### src/rtl/spi_master_nss_if.sv
// Register-side controls and SPI pin bundle for spi_master_nss.
// The master modport is the SPI engine's view; slave is the driving side.
interface spi_master_nss_if #(
    parameter int NSS  = 2,
    parameter int DIVW = 4
);
    logic            ss_we;
    logic [NSS-1:0]  ss_in;
    logic [1:0]      mode;
    logic [DIVW-1:0] div;
    logic            start;
    logic [7:0]      txd;
    logic [7:0]      rxd;
    logic            busy;
    logic            done;
    logic [NSS:0]    miso;
    logic            mosi;
    logic            sck;
    logic [NSS-1:0]  nss;

    modport master (
        input  ss_we, ss_in, mode, div, start, txd, miso,
        output rxd, busy, done, mosi, sck, nss
    );

    modport slave (
        output ss_we, ss_in, mode, div, start, txd, miso,
        input  rxd, busy, done, mosi, sck, nss
    );
endinterface

### src/rtl/spi_master_nss.sv
// Byte-wide SPI master: NSS active-low selects, SPI modes 0-3, SCK half period of DIV+1 clocks.
// MISO from all selected devices is OR-mixed; bit NSS is the fallback line when nothing is selected.
module spi_master_nss #(
    parameter int NSS  = 2,
    parameter int DIVW = 4
) (
    input logic              clk,
    input logic              rst,
    spi_master_nss_if.master bus
);
    typedef enum logic [1:0] {IDLE, SHIFT, FINISH} state_t;

    state_t          state_reg, state_next;
    logic [NSS-1:0]  mask_reg, mask_next;
    logic [1:0]      mode_reg, mode_next;
    logic [DIVW-1:0] div_reg, div_next;
    logic [DIVW-1:0] div_cnt_reg, div_cnt_next;
    logic [3:0]      edge_cnt_reg, edge_cnt_next;
    logic [7:0]      tx_reg, tx_next;
    logic [7:0]      rx_reg, rx_next;
    logic [7:0]      rxd_reg, rxd_next;
    logic            sck_reg, sck_next;
    logic            mosi_reg, mosi_next;

    logic [NSS-1:0]  sel_bits;
    logic            miso_mix;
    logic            half_end;
    logic            leading;
    logic            sample_edge;
    logic            shift_edge;

    genvar gi;
    generate
        for (gi = 0; gi < NSS; gi++) begin : g_mix
            assign sel_bits[gi] = bus.miso[gi] & mask_reg[gi];
        end
    endgenerate

    assign miso_mix = (|sel_bits) | (bus.miso[NSS] & ~(|mask_reg));

    // edge_cnt counts from 0, so an even count is an odd-numbered (leading) edge
    assign half_end    = (div_cnt_reg == div_reg);
    assign leading     = ~edge_cnt_reg[0];
    assign sample_edge = half_end & (leading ^ mode_reg[0]);
    assign shift_edge  = half_end & ~(leading ^ mode_reg[0]);

    always_comb begin
        state_next    = state_reg;
        mask_next     = mask_reg;
        mode_next     = mode_reg;
        div_next      = div_reg;
        div_cnt_next  = div_cnt_reg;
        edge_cnt_next = edge_cnt_reg;
        tx_next       = tx_reg;
        rx_next       = rx_reg;
        rxd_next      = rxd_reg;
        sck_next      = sck_reg;
        mosi_next     = mosi_reg;

        if (bus.ss_we && state_reg != SHIFT) begin
            mask_next = bus.ss_in;
        end

        case (state_reg)
            IDLE: begin
                sck_next  = mode_reg[1];
                mosi_next = 1'b1;
                if (bus.start) begin
                    mode_next     = bus.mode;
                    div_next      = bus.div;
                    div_cnt_next  = '0;
                    edge_cnt_next = 4'd0;
                    rx_next       = 8'h00;
                    sck_next      = bus.mode[1];
                    // CPHA=0 puts the MSB on MOSI before the first edge; CPHA=1 waits for the leading edge
                    if (bus.mode[0]) begin
                        tx_next   = bus.txd;
                        mosi_next = 1'b1;
                    end else begin
                        tx_next   = {bus.txd[6:0], 1'b0};
                        mosi_next = bus.txd[7];
                    end
                    state_next = SHIFT;
                end
            end
            SHIFT: begin
                if (half_end) begin
                    div_cnt_next  = '0;
                    sck_next      = ~sck_reg;
                    edge_cnt_next = edge_cnt_reg + 4'd1;
                    if (sample_edge) begin
                        rx_next = {rx_reg[6:0], miso_mix};
                    end
                    if (shift_edge) begin
                        mosi_next = tx_reg[7];
                        tx_next   = {tx_reg[6:0], 1'b0};
                    end
                    // With CPHA=1 the last edge is also the last sample, so fold it in directly
                    if (edge_cnt_reg == 4'd15) begin
                        rxd_next   = mode_reg[0] ? {rx_reg[6:0], miso_mix} : rx_reg;
                        mosi_next  = 1'b1;
                        state_next = FINISH;
                    end
                end else begin
                    div_cnt_next = div_cnt_reg + DIVW'(1);
                end
            end
            FINISH: begin
                state_next = IDLE;
            end
            default: begin
                state_next = IDLE;
            end
        endcase
    end

    always_ff @(posedge clk) begin
        if (rst) begin
            state_reg    <= IDLE;
            mask_reg     <= '0;
            mode_reg     <= 2'b00;
            div_reg      <= '0;
            div_cnt_reg  <= '0;
            edge_cnt_reg <= 4'd0;
            tx_reg       <= 8'h00;
            rx_reg       <= 8'h00;
            rxd_reg      <= 8'h00;
            sck_reg      <= 1'b0;
            mosi_reg     <= 1'b1;
        end else begin
            state_reg    <= state_next;
            mask_reg     <= mask_next;
            mode_reg     <= mode_next;
            div_reg      <= div_next;
            div_cnt_reg  <= div_cnt_next;
            edge_cnt_reg <= edge_cnt_next;
            tx_reg       <= tx_next;
            rx_reg       <= rx_next;
            rxd_reg      <= rxd_next;
            sck_reg      <= sck_next;
            mosi_reg     <= mosi_next;
        end
    end

    assign bus.rxd  = rxd_reg;
    assign bus.busy = (state_reg == SHIFT);
    assign bus.done = (state_reg == FINISH);
    assign bus.mosi = mosi_reg;
    assign bus.sck  = sck_reg;
    assign bus.nss  = ~mask_reg;
endmodule

### src/flat_wrapper.sv
// flat-port wrapper written by rule: the top's interface ports become plain ports
module spi_master_nss_flat 
#(
    parameter int NSS  = 2,
    parameter int DIVW = 4
)
  (clk, rst, bus_ss_we, bus_ss_in, bus_mode, bus_div, bus_start, bus_txd, bus_miso, bus_rxd, bus_busy, bus_done, bus_mosi, bus_sck, bus_nss);
  spi_master_nss_if #(.NSS(NSS), .DIVW(DIVW)) bus_i ();
  input logic clk;
  input logic rst;
  input wire logic [$bits(bus_i.ss_we)-1:0] bus_ss_we;
  input wire logic [$bits(bus_i.ss_in)-1:0] bus_ss_in;
  input wire logic [$bits(bus_i.mode)-1:0] bus_mode;
  input wire logic [$bits(bus_i.div)-1:0] bus_div;
  input wire logic [$bits(bus_i.start)-1:0] bus_start;
  input wire logic [$bits(bus_i.txd)-1:0] bus_txd;
  input wire logic [$bits(bus_i.miso)-1:0] bus_miso;
  output wire logic [$bits(bus_i.rxd)-1:0] bus_rxd;
  output wire logic [$bits(bus_i.busy)-1:0] bus_busy;
  output wire logic [$bits(bus_i.done)-1:0] bus_done;
  output wire logic [$bits(bus_i.mosi)-1:0] bus_mosi;
  output wire logic [$bits(bus_i.sck)-1:0] bus_sck;
  output wire logic [$bits(bus_i.nss)-1:0] bus_nss;
  assign bus_i.ss_we = bus_ss_we;
  assign bus_i.ss_in = bus_ss_in;
  assign bus_i.mode = bus_mode;
  assign bus_i.div = bus_div;
  assign bus_i.start = bus_start;
  assign bus_i.txd = bus_txd;
  assign bus_i.miso = bus_miso;
  assign bus_rxd = bus_i.rxd;
  assign bus_busy = bus_i.busy;
  assign bus_done = bus_i.done;
  assign bus_mosi = bus_i.mosi;
  assign bus_sck = bus_i.sck;
  assign bus_nss = bus_i.nss;
  spi_master_nss #(.NSS(NSS), .DIVW(DIVW)) u_core (.clk(clk), .rst(rst), .bus(bus_i));
endmodule
### config.mk
export PLATFORM = sky130hd
export DESIGN_NAME = spi_master_nss_flat
export DESIGN_NICKNAME = d
export VERILOG_FILES = /design/src/rtl/spi_master_nss_if.sv /design/src/rtl/spi_master_nss.sv /design/src/flat_wrapper.sv
export SDC_FILE = /design/constraint.sdc
export NUM_CORES = 1
export LEC_CHECK = 0
export CELL_PAD_IN_SITES_DETAIL_PLACEMENT = 0
export CELL_PAD_IN_SITES_GLOBAL_PLACEMENT = 1
export CORE_MARGIN = 2
export CORE_UTILIZATION = 42
export DETAILED_ROUTE_END_ITERATION = 16
export DONT_BUFFER_PORTS = 1
export GPL_TIMING_DRIVEN = 0
export PLACE_DENSITY = 0.73
export RECOVER_POWER = 25
export SETUP_SLACK_MARGIN = 0.05
export SLEW_MARGIN = 20
export SYNTH_ARGS = -nofsm -noshare
export SYNTH_HDL_FRONTEND = slang
export SYNTH_SLANG_ARGS = --single-unit
### constraint.sdc
create_clock -name clk -period 1.6 [get_ports clk]
set_input_delay 0.08 -clock clk [delete_from_list [all_inputs] [get_ports clk]]
set_output_delay 0.08 -clock clk [all_outputs]
set_load 0.02 [all_outputs]
==> out/metrics.cfg, run 1 <==
[clocking]
clk_pin_slew_worst_paths_ns=0.08
clock_latency_ns=0.30
tritoncts=done
clockRootBuffer=clkbuf_8
cts_sinks=44
cts_buffers=5
h-tree-depth=2
cts.path.max_buffers=2

[final_layout]
num-fill-cells=512
drive_gt1_frac=0.2355
multi_input_area_um2=1374
fin_cells=363
seq_area_um2=893.4
syn2layout_area_growth_pct=25.49
antennaDiodeCount=0
final_nets=317
utilization=0.5489

[global_routing]
grt_pass1_wl_mm=10.39
antenna_found_initial=0
grt-ovfl-total=0
grt_pass1_vias=2070
grt_max_degree=13
grt_usage=0.2199

[placement]
post-dp-hpwl_mm=4.031
io_buffer_count=0
place.gp.congestion=0.8192
dp_cells=332

[critical_path]
critPathRequiredTime_ns=1.76
critPathKind=flop to flop
start_kind=flop
critPathArrivalTime_ns=1.68
critPathCaptureType=flop
path_max_fanout=10

[sta]
finClkSkew_ns=0.007754
slew_headroom=0.5067
setup_violations=0
worstMarginPinSlew_ns=0.7346
period_share=0.9491
timing.final.crit_period_ns=1.519
max_freq_ghz=0.6585
rsz0062_at_grt=yes
hold_violations=1
drv_slew=0
holdWs_ns=-0.002256

[yosys]
synth_area_um2=2248
synthCells=262
synth.avg_cell_area_um2=8.582
synthDistinctLibCells=38
synthArstFlopShare=0
synth_ff_type=dfxtp_1
synth_edf_count=0
synth_seq_cells=44
ys.warnings.count=0
synthesis.nets=287
synth_seq_area_share=0.3918

[route]
first_iter_violations=100
drc_errors=0
route.vias.total=2044
totalWireLength_mm=6.126
via_per_inst=5.631
drtAntennaViolNets=0
wl_per_cell_um=16.88
dr.pass1.iters=4

[pwr]
ir_drop_mv=0.5307
p_per_area_nw_per_um2=865.4
totalPowerFinal_mw=2.442
p_leak_nw=1.046

[run_status]
status=finished with violations
violations=negative hold slack

[die]
die_h_um=77.17
io_pins=37
rows=26
die_w_um=77.17
core_area_um2=5140
die_area_um2=5954
initial_core_util=0.4374

[job]
drv_cap=0

[min_path]
min-delay-path-class=input port to flop

-- where the power goes --
group / internal (mW) / total, mW / switching [mW]
logic: 0.220 / 0.525 / 0.305
clock network: 0.353 / 0.732 / 0.379
registers: 1.14 / 1.19 / 0.0454
-- worst max-delay path, stage by stage (launching register included) --
cell      delay [ns]
dfxtp_1         0.40
xnor2_2         0.14
nand4_1         0.11
buf_4           0.18
clkbuf_4        0.22
nor4_2          0.27
nor3_1          0.07
-- cell usage in the layout, fill, tap and decap left out, types with 2 or more instances in the layout --
cell,count
nor2_1,7
a31oi_1,10
dlygate4sd3_1,15
or3_1,4
buf_2,2
mux2i_1,20
buf_6,3
clkbuf_4,4
nand3_1,9
nor2b_1,5
a22oi_1,3
a21oi_2,2
buf_4,10
xnor2_2,4
a21oi_1,16
nor4_2,6
nor3_1,9
nor4_1,3
o31ai_1,5
clkbuf_8,6
dfxtp_1,38
o22ai_1,2
o211ai_1,10
dfxtp_4,2
clkbuf_1,7
nand2_1,42
mux2_2,8
inv_1,3
nand4b_1,2
clkbuf_2,4
dfxtp_2,4
nand4_1,6
-- timing repair --
action | CTS | global route
hold endpoints to repair | 15 | 1
buffers inserted | 3 | 6
setup endpoints to repair | 42 | 37
resized for setup | 23 | 29
cloned | 0 | 0
pin swaps | 3 | 7
hold buffers | 14 | 1
-- synthesized netlist by cell type (all sizes together) (3+ instances only) --
cell type / n / share of area
dfxtp: 44 / 0.39
nand3: 10 / 0.022
nand4: 6 / 0.017
a21oi: 18 / 0.040
a31oi: 11 / 0.037
nand2: 42 / 0.070
o31ai: 5 / 0.017
xnor2: 5 / 0.019
nor4: 9 / 0.025
inv: 4 / 0.0067
nor2b: 5 / 0.014
clkbuf: 11 / 0.019
o211ai: 10 / 0.033
nor3: 10 / 0.027
mux2: 9 / 0.045
a22oi: 3 / 0.010
nor2: 7 / 0.012
mux2i: 20 / 0.089
or3: 4 / 0.011
buf: 11 / 0.025
-- per-layer routing --
metal,vias up,wire [um],global-route usage
met2,42,2874,0.3530
met3,6,259,0.05294
met1,977,2924,0.2909
li1,1019,-,-
met5,-,0,0
met4,0,68,0.06964
-- per-stage QoR --
step / hold WS [ns] / area, um2 / TNS [ns] / worst slack (ns)
detailed placement: 0.2237 / 2336 / -5.272 / -0.2525
CTS: -0.05051 / 2661 / 0 / 0.03620
floorplan: 0.2160 / 2248 / 0 / 0.05763
global route: 0.001149 / 2821 / 0 / 0.01608
finish: -0.002256 / 2821 / 0 / 0.08148
global placement: 0.2187 / 2336 / -5.502 / -0.2754
-- final timing paths --
check	from	endpoint	slack [ns]	cells after the start
max reg2reg	u_core.div_reg[0]	u_core.bus.rxd[1]	0.08	6
max	u_core.div_reg[0]	u_core.bus.rxd[1]	0.08	6
min reg2reg	u_core.tx_reg[7]	u_core.tx_reg[7]	0.46	2
min	rst	u_core.edge_cnt_reg[2]	-0.002	3
-- final cells by class --
| class | instances | share of cell area |
|---|---|---|
| buffer | 21 | 0.04523 |
| clock buffer | 8 | 0.03193 |
| inverter | 4 | 0.005322 |
| multi-input combinational | 192 | 0.4869 |
| sequential | 44 | 0.3166 |
| tap | 70 | 0.03104 |
| timing repair buffer | 24 | 0.08293 |
-- kinds of logic after synthesis --
group | share of synthesized area
buffers and inverters | 0.05064
DFF | 0.3918
xor gates and xnor gates | 0.02337
muxes | 0.1341
and+or+nand+nor | 0.2387
AOI/OAI and AO/OA | 0.1503
adders and majority gates | 0.01113
Note: power is estimated with default switching activity, not from simulation.
==> inputs of run 2 (changes only) <==
--- a/config.mk
+++ b/config.mk
@@ -12,7 +12,7 @@
 export DETAILED_ROUTE_END_ITERATION = 16
 export DONT_BUFFER_PORTS = 1
 export GPL_TIMING_DRIVEN = 0
-export PLACE_DENSITY = 0.73
+export PLACE_DENSITY_LB_ADDON = 0.1
 export RECOVER_POWER = 25
 export SETUP_SLACK_MARGIN = 0.05
 export SLEW_MARGIN = 20
==> out/metrics.cfg, run 2 (synthesized netlist as in run 1, its figures left out) <==
[pwr]
p_int_mw=1.702
ir_drop_mv=0.4361
p_leak_nw=1.025
power_frac_seq=0.485
pwr-share-clk=0.299
p_per_area_nw_per_um2=877.8
switching_share=0.3048
p_sw_mw=0.7460
pwr-share-comb=0.216

[die]
rows=26
core_area_um2=5140
die_h_um=77.17
initial_core_util=0.4374
die_area_um2=5954
die_w_um=77.17
io_pins=37

[route]
dr.pass1.iters=4
route.vias.total=2012
first_iter_violations=70
via_per_inst=5.589
totalWireLength_mm=6.237
drtAntennaViolNets=0
drc_errors=0
wl_per_cell_um=17.33

[clocking]
cts.path.max_buffers=2
tritoncts=done
clock_latency_ns=0.30
clk_pin_slew_worst_paths_ns=0.08
h-tree-depth=2
clockRootBuffer=clkbuf_8
cts_sinks=44
cts_buffers=5

[placement]
post_dp_cell_area_um2=2336
io_buffer_count=0
place.gp.congestion=0.7792
post-dp-hpwl_mm=4.111

[critical_path]
cp-startpoint=u_core.div_reg[3]
timing.rr.end=u_core.rx_reg[7]
path_max_fanout=5
cp-endpoint=u_core.rx_reg[7]
start_kind=flop
r2r_slack_ns=0.09
reg2reg_depth=5
critPathCaptureType=flop
reg2reg_from=u_core.div_reg[3]
critPathKind=flop to flop
critPathRequiredTime_ns=1.79
critPathArrivalTime_ns=1.70

[sta]
worstMarginPinSlew_ns=0.7251
timing.final.crit_period_ns=1.514
hold_violations=0
period_share=0.9459
drv_slew=0
slew_headroom=0.5132
finClkSkew_ns=0.005547
setup_violations=0
max_freq_ghz=0.6607
rsz0062_at_grt=no

[run_status]
status=finished clean

[final_layout]
mostFrequentLayoutCell=nand2_1
antennaDiodeCount=0
final_area_um2=2789
utilization=0.5426
drive_gt1_frac=0.2483
final_nets=314
syn2layout_area_growth_pct=24.04
mostFrequentLayoutCells=nand2_1, dfxtp_1, mux2i_1, a21oi_1, buf_4

[job]
drv_cap=0

[global_routing]
grt_pass1_vias=2003
grt_usage=0.2214
grt_pass1_wl_mm=10.31
antenna_found_initial=0
grt-ovfl-total=0
grt_max_degree=14

[min_path]
min-delay-path-class=input port to flop

## run 2: changes by cell type in the layout (fill, tap and decap cells not counted), sizes merged
cell,change
dlygate4sd3,-4
clkbuf,-6
buf,+5
clkinv,+2
## run 2: cell type report
| class | count | area, um2 |
|---|---|---|
| Fill cell | 528 | 2351 |
| Multi-Input combinational cell | 192 | 1375 |
| Sequential cell | 44 | 894.6 |
| Timing Repair Buffer | 21 | 188.9 |
| Buffer | 21 | 135.1 |
| Tap cell | 70 | 87.58 |
| Clock buffer | 6 | 82.58 |
| Inverter | 4 | 15.01 |
| Clock inverter | 2 | 10.01 |
## run 2: worst min-delay path by stage
stage                     start             endpoint  slack, ns  cells past startpoint
CTS                  bus_txd[0]     u_core.tx_reg[0]    0.00007                      2
detailed placement   bus_div[2]    u_core.div_reg[2]       0.22                      2
floorplan           bus_mode[1]   u_core.mode_reg[1]       0.22                      2
global placement     bus_div[1]    u_core.div_reg[1]       0.22                      2
global route          bus_start  u_core.state_reg[0]       0.02                      2
finish               bus_txd[0]     u_core.tx_reg[0]      0.001                      2
## run 2: critical path, stage by stage (launching register included)
cell     delay (ns)
dfxtp_1        0.34
xnor2_2        0.19
nand4_1        0.12
buf_4          0.18
nor3_4         0.22
mux2_2         0.35
## run 2: repair_timing
item	4_1_cts	5_1_grt
hold endpoints to repair	15	0
setup buffers	2	8
gates resized for setup	18	41
pin swaps	3	8
setup endpoints to repair	42	36
hold buffers	11	0
## run 2: power groups by stage
stage          combinational (mW)  sequential (mW)  clock (mW)
2_1_floorplan               0.322             1.20           0
3_3_place_gp                0.423             1.21           0
3_5_place_dp                0.426             1.21           0
4_1_cts                     0.472             1.19       0.756
5_1_grt                     0.579             1.20       0.802
6_report                    0.528             1.19       0.732
## run 2: per-stage QoR
step,hold WS [ns],total power [mW],cells,setup WS [ns],setup TNS (ns)
after floorplan,0.2160,1.523,262,0.05763,0
after global placement,0.2182,1.635,332,-0.2722,-5.279
after detailed placement,0.2233,1.637,332,-0.2491,-5.342
after CTS,0.00007455,2.414,352,0.01439,0
after global routing,0.02438,2.578,360,0.02211,0
final,0.001292,2.448,360,0.08650,0
## run 2: metal layers
| metal | vias to the layer above | routed length, um | GRT usage |
|---|---|---|---|
| li1 | 1016 | - | - |
| met1 | 952 | 2988 | 0.2946 |
| met2 | 39 | 2957 | 0.3661 |
| met3 | 5 | 240 | 0.04471 |
| met4 | 0 | 51 | 0.05714 |
| met5 | - | 0 | 0 |
